[config.mk]
export PLATFORM = sky130hd
export DESIGN_NAME = led_pattern_ctrl
export DESIGN_NICKNAME = d
export VERILOG_FILES = /design/src/rtl/led_pattern_ctrl.sv
export SDC_FILE = /design/constraint.sdc
export NUM_CORES = 1
export LEC_CHECK = 0
export CAP_MARGIN = 30
export CORE_ASPECT_RATIO = 1.2
export CORE_MARGIN = 1.5
export CORE_UTILIZATION = 40
export CTS_BUF_LIST = sky130_fd_sc_hd__clkbuf_8
export CTS_CLUSTER_SIZE = 40
export DETAILED_ROUTE_END_ITERATION = 8
export SYNTH_ARGS = -nofsm -noshare
export SYNTH_HDL_FRONTEND = slang
export SYNTH_SLANG_ARGS = --single-unit
[constraint.sdc]
create_clock -name clk -period 4.77 [get_ports clk]
set_input_delay 0.477 -clock clk [delete_from_list [all_inputs] [get_ports clk]]
set_output_delay 0.477 -clock clk [all_outputs]
set_load 0.01 [all_outputs]
[src/rtl/led_pattern_ctrl.sv]
// led_pattern_ctrl: start/pause controller for an LED pattern generator.
// Paces the generator with a step strobe at a selectable rate, latches its
// pattern one cycle after each step, counts sweeps and PWM-dims the LEDs.
//
// Ports:
//   clk         system clock, rising edge
//   rst         asynchronous active-high reset
//   btn_start   start/stop pulse (debounced, one cycle)
//   btn_pause   pause/resume pulse (debounced, one cycle)
//   speed_sel   step period = BASE_DIV >> speed_sel
//   dim_sel     brightness: 0/1/2/3 -> 16/16, 8/16, 4/16, 1/16 duty
//   pattern_in  pattern from the upstream generator
//   step        one-cycle generator advance strobe
//   gen_clr     generator clear, high while idle
//   led         dimmed display register
//   state       IDLE=0, RUN=1, PAUSE=2
//   loop_cnt    completed sweeps, wraps at 256
module led_pattern_ctrl #(
    parameter int unsigned BASE_DIV = 25_000_000,
    parameter int unsigned STEPS    = 9
) (
    input  logic        clk,
    input  logic        rst,
    input  logic        btn_start,
    input  logic        btn_pause,
    input  logic [1:0]  speed_sel,
    input  logic [1:0]  dim_sel,
    input  logic [15:0] pattern_in,
    output logic        step,
    output logic        gen_clr,
    output logic [15:0] led,
    output logic [1:0]  state,
    output logic [7:0]  loop_cnt
);

    localparam int unsigned PW = $clog2(BASE_DIV);
    localparam int unsigned CW = PW + 1;
    localparam int unsigned SW = (STEPS > 1) ? $clog2(STEPS) : 1;

    typedef enum logic [1:0] {
        IDLE  = 2'd0,
        RUN   = 2'd1,
        PAUSE = 2'd2
    } state_t;

    state_t        state_q, state_d;
    logic [PW-1:0] presc_q, presc_d;
    logic          step_q, step_d;
    logic          cap_q, cap_d;
    logic [15:0]   disp_q, disp_d;
    logic [SW-1:0] scnt_q, scnt_d;
    logic [7:0]    loop_q, loop_d;
    logic [3:0]    pwm_q, pwm_d;
    logic [15:0]   led_q, led_d;
    logic          gen_clr_q, gen_clr_d;

    logic [CW-1:0] per_m1_c;
    logic [CW-1:0] raw_c;
    logic [4:0]    duty_c;
    logic          pwm_on_c;
    logic          capture_c;

    // State register
    always_ff @(posedge clk or posedge rst) begin
        if (rst) begin
            state_q <= IDLE;
        end else begin
            state_q <= state_d;
        end
    end

    // Next-state logic; start has priority over pause
    always_comb begin
        state_d = state_q;
        case (state_q)
            IDLE: begin
                if (btn_start) state_d = RUN;
            end
            RUN: begin
                if (btn_start)      state_d = IDLE;
                else if (btn_pause) state_d = PAUSE;
            end
            PAUSE: begin
                if (btn_start)      state_d = IDLE;
                else if (btn_pause) state_d = RUN;
            end
            default: state_d = IDLE;
        endcase
    end

    // Datapath next values
    always_comb begin
        per_m1_c  = (CW'(BASE_DIV) >> speed_sel) - CW'(1);
        raw_c     = CW'(presc_q);
        presc_d   = presc_q;
        step_d    = 1'b0;
        capture_c = cap_q && (state_q == RUN) && (state_d == RUN);
        disp_d    = disp_q;
        cap_d     = cap_q;
        scnt_d    = scnt_q;
        loop_d    = loop_q;
        pwm_d     = pwm_q + 4'd1;
        duty_c    = 5'd16;
        gen_clr_d = (state_d == IDLE);

        // Prescaler value for the coming cycle: wraps after a step, otherwise
        // advances while running and holds when entering from IDLE/PAUSE.
        if (state_q == RUN) begin
            raw_c = step_q ? '0 : (CW'(presc_q) + CW'(1));
        end

        if (state_d == RUN) begin
            // Landing on or past the terminal count (e.g. after a speed
            // increase) clamps to P-1 so the step shows for exactly one cycle.
            if (raw_c >= per_m1_c) begin
                presc_d = PW'(per_m1_c);
                step_d  = 1'b1;
            end else begin
                presc_d = PW'(raw_c);
            end
        end else if (state_d == PAUSE) begin
            // A step already issued on the pause edge must not repeat on resume
            presc_d = (state_q == RUN && step_q) ? '0 : presc_q;
        end else begin
            presc_d = '0;
        end

        if (state_d == IDLE) begin
            disp_d = '0;
            cap_d  = 1'b0;
            scnt_d = '0;
            loop_d = '0;
        end else begin
            if (capture_c) disp_d = pattern_in;
            // Capture is one cycle after step; a pending one survives PAUSE
            cap_d = step_q | (cap_q & ~capture_c);
            if (step_q) begin
                if (scnt_q == SW'(STEPS - 1)) begin
                    scnt_d = '0;
                    loop_d = loop_q + 8'd1;
                end else begin
                    scnt_d = scnt_q + SW'(1);
                end
            end
        end

        case (dim_sel)
            2'd0:    duty_c = 5'd16;
            2'd1:    duty_c = 5'd8;
            2'd2:    duty_c = 5'd4;
            default: duty_c = 5'd1;
        endcase
        pwm_on_c = ({1'b0, pwm_q} < duty_c);
        led_d    = (state_d == IDLE) ? '0 : (disp_q & {16{pwm_on_c}});
    end

    // Datapath registers
    always_ff @(posedge clk or posedge rst) begin
        if (rst) begin
            presc_q   <= '0;
            step_q    <= 1'b0;
            cap_q     <= 1'b0;
            disp_q    <= '0;
            scnt_q    <= '0;
            loop_q    <= '0;
            pwm_q     <= '0;
            led_q     <= '0;
            gen_clr_q <= 1'b1;
        end else begin
            presc_q   <= presc_d;
            step_q    <= step_d;
            cap_q     <= cap_d;
            disp_q    <= disp_d;
            scnt_q    <= scnt_d;
            loop_q    <= loop_d;
            pwm_q     <= pwm_d;
            led_q     <= led_d;
            gen_clr_q <= gen_clr_d;
        end
    end

    assign step     = step_q;
    assign gen_clr  = gen_clr_q;
    assign led      = led_q;
    assign state    = state_q;
    assign loop_cnt = loop_q;

endmodule

==> out/qor.yml <==
wl_per_cell_um: 15.4
max_slew_margin_pct: 46.8
fin_area_mm2: 0.00546
hpwl_mm: 7.68
place_area_mm2: 0.00525
cts_hold_buf: 0
crit_fanout: 10
crit_chain: "nand2b_1 > or3_2 > nor2_1 > xnor2_1 > nor2_1 > ha_1 > nand3_1 > nor3_1 > nand4_1 > o211ai_1 > a41o_1 > buf_4 > o21ai_0 > a31o_2"
cts.clk_slew.worst_paths_ns: 0.10
h-tree-depth: 3
synth_cells: 507
ys_async_sr_fraction_pct: 100
finalSetupViolCount: 0
synth_cell_types: 53
clk_root_buffer_cell: "clkbuf_8"
busiest_layer: "met2"
antenna_found_initial: 0
met1_usage_pct: 25.3
crit_arrival_ns: 4.19
rsz0062_at_grt: "no"
synth_xor_area_share_pct: 5.91
final_util_pct: 49.2
worst_slew_pin_slew_ns: 0.798
antenna_cells: 0
fin_cells: 716
skew_ns: 0.0160
clock_path_buffers: 2
fp.dieW_um: 101
rr_endpoint: "presc_q[20]"
seq_area_frac_synth_pct: 42.5
ys.flop_type: "dfrtp_1"
clock_latency_ns: 0.36
cts_resized: 0
route.detailed.drc: 0
gp_congestion: 0.864
hold_violations: 0
synth_top_family_by_area: "simple AND/OR/NAND/NOR gates"
p_per_area_mw_per_mm2: 248
reg2reg_depth: 14
grt_util_met3_pct: 3.64
drive_gt1_share_pct: 6.94
synth_largest_area_cell: "dfrtp_1"
grt_pass1_vias: 3775
firstDrtPassIters: 4
postRouteAntennaNets: 0
coreArea_mm2: 0.0111
path_class: "reg2reg"
setup_tns_ns: 0
cts_setup_buffers: 0
synth-compound-area-share_pct: 10.8
placed_cells: 700
crit_top_cell: "nor2_1"
total_power_mw: 1.35
maxCapViolCount: 0
viasPerCell: 5.25
synth_area_leaders: "dfrtp_1 (42%), ha_1 (8.4%), nand2_1 (6.5%)"
grt_use_met2_pct: 31.7
nNetsFinal: 612
drt-total-wl_mm: 11.0
area_growth_pct: 18.8
endpoint_kind: "flop"
grt_overflow_total: 0
dieArea_mm2: 0.0121
cts_made_buffers: 9
cpPeakStageDelay_ns: 0.60
status: "complete, no violations"
initial_core_util_pct: 41.4
io_buffers: 51
fmax_mhz: 254
synthMuxAreaShare_pct: 3.73
yosysWarnings: 0
grt_pass1_wl_mm: 18.5
critPathLaunchType: "flop"
post-route-period-util_pct: 82.6
drt-initial-drc-count: 226
cts_num_sinks: 78
cts_tree: "built"
synthSimpleGateAreaFrac_pct: 24.0
min_period_ns: 3.94
die_h_um: 120
avgSynthCellArea_um2: 9.05
r2r-start: "state[1]"
crit_slowest_cell: "or3_2"
crit_family: "simple AND/OR/NAND/NOR gates"
ys_ff_latch: 78
synth.top_cell.area_share_pct: 42.0
ir_drop_mv: 0.203
hold_class: "in2async"
rows: 42
r2r_slack_ns: 0.83
path_buf_inv: 1
finalMaxSlewViolations: 0
critPathRequiredTime_ns: 5.02
p_leak_nw: 2.51
synth_edf_count: 0
vias: 3758
grt_start_max_net_pins: 47
track_usage_pct: 19.4
yosys.area_share.adder_pct: 8.45
syn_area_mm2: 0.00459
num_io_pins: 52
==> cells in the mapped netlist, types with 2 or more instances <==
| master | instances |
|---|---|
| nand2b_1 | 5 |
| and4_1 | 3 |
| a21oi_1 | 20 |
| a21o_1 | 8 |
| clkbuf_1 | 17 |
| or3b_2 | 2 |
| nand4_1 | 13 |
| mux2i_1 | 16 |
| and3b_2 | 2 |
| xor2_1 | 16 |
| a221o_1 | 2 |
| nand3_1 | 22 |
| nor3_1 | 8 |
| o211ai_1 | 3 |
| xnor2_1 | 15 |
| conb_1 | 2 |
| nand2_1 | 79 |
| dfrtp_1 | 77 |
| o21ai_0 | 28 |
| buf_8 | 2 |
| inv_1 | 20 |
| ha_1 | 31 |
| nor2_1 | 48 |
| buf_1 | 2 |
| buf_6 | 2 |
| o221ai_1 | 3 |
| o22ai_1 | 2 |
| a221oi_1 | 2 |
| nor3b_1 | 2 |
| nor2b_1 | 10 |
| and3_1 | 15 |
| and2_1 | 2 |
| o31ai_1 | 2 |
| nor4_1 | 7 |
==> cell usage in the layout (no fill, tap or decap), drive strengths merged, types with 5 or more instances in the layout <==
cell type and count:
buf 9, xor2 16, nor2 48, nor3 9
and3 15, clkbuf 9, o21ai 29, mux2i 16
a21o 8, xnor2 15, nand2 79, clkdlybuf4s50 51
nand2b 5, nand3 22, ha 31, inv 22
nand4 13, dfrtp 77, nor4 7, a21oi 20
nor2b 10
==> registers in the layout, summed over array words and instances (netlist names) <==
register	cells
presc_q	25
state	2
cap_q	1
scnt_q	4
loop_cnt	8
led	16
pwm_q	4
gen_clr	1
disp_q	16
step	1
==> metrics by stage <==
stage | worst slack (ns) | hold slack [ns]
2_1_floorplan | 1.33 | 0.443
3_3_place_gp | 0.751 | 0.469
3_5_place_dp | 0.622 | 0.473
4_1_cts | 0.849 | 0.485
5_1_grt | 0.493 | 0.513
6_report | 0.830 | 0.477
==> layer usage <==
| layer | vias to the layer above | share of wire (%) |
|---|---|---|
| met1 | 1794 | 45 |
| met2 | 93 | 48 |
| met3 | 18 | 5.0 |
| li1 | 1853 | - |
| met4 | 0 | 1.9 |
| met5 | - | 0 |
==> worst max-delay path by stage <==
stage | startpoint | endpoint | slack, ns | depth (start not counted)
final | state[1] | presc_q[20] | 0.83 | 14
after global routing | state[1] | presc_q[3] | 0.49 | 14
after floorplan | state[1] | presc_q[4] | 1.33 | 15
after CTS | state[1] | presc_q[3] | 0.85 | 14
after detailed placement | speed_sel[0] | presc_q[3] | 0.62 | 15
after global placement | speed_sel[0] | presc_q[12] | 0.75 | 15
==> where the power goes <==
part           switching [mW]  leakage (nW)  internal [mW]  total, mW
Sequential             0.0111          1.08          0.669      0.680
Clock                   0.272         0.102          0.249      0.522
Combinational          0.0950          1.33         0.0557      0.151
==> final cells by class <==
cell class,instances,area [um^2]
fillers,1068,5630
multi-input cells,388,2450
flip-flops and latches,78,1950
repair buffers,60,578
well taps,154,193
clock buffers,9,124
clock inverters,7,80.1
inverters,20,76.3
==> kinds of logic after synthesis <==
group | after synthesis
buffers and inverters | 43
AOI/OAI and AO/OA | 79
and+or+nand+nor | 226
adders and majority gates | 31
DFF | 78
xor gates and xnor gates | 31
other | 2
muxes | 17
(Power assumes the default switching activity.)
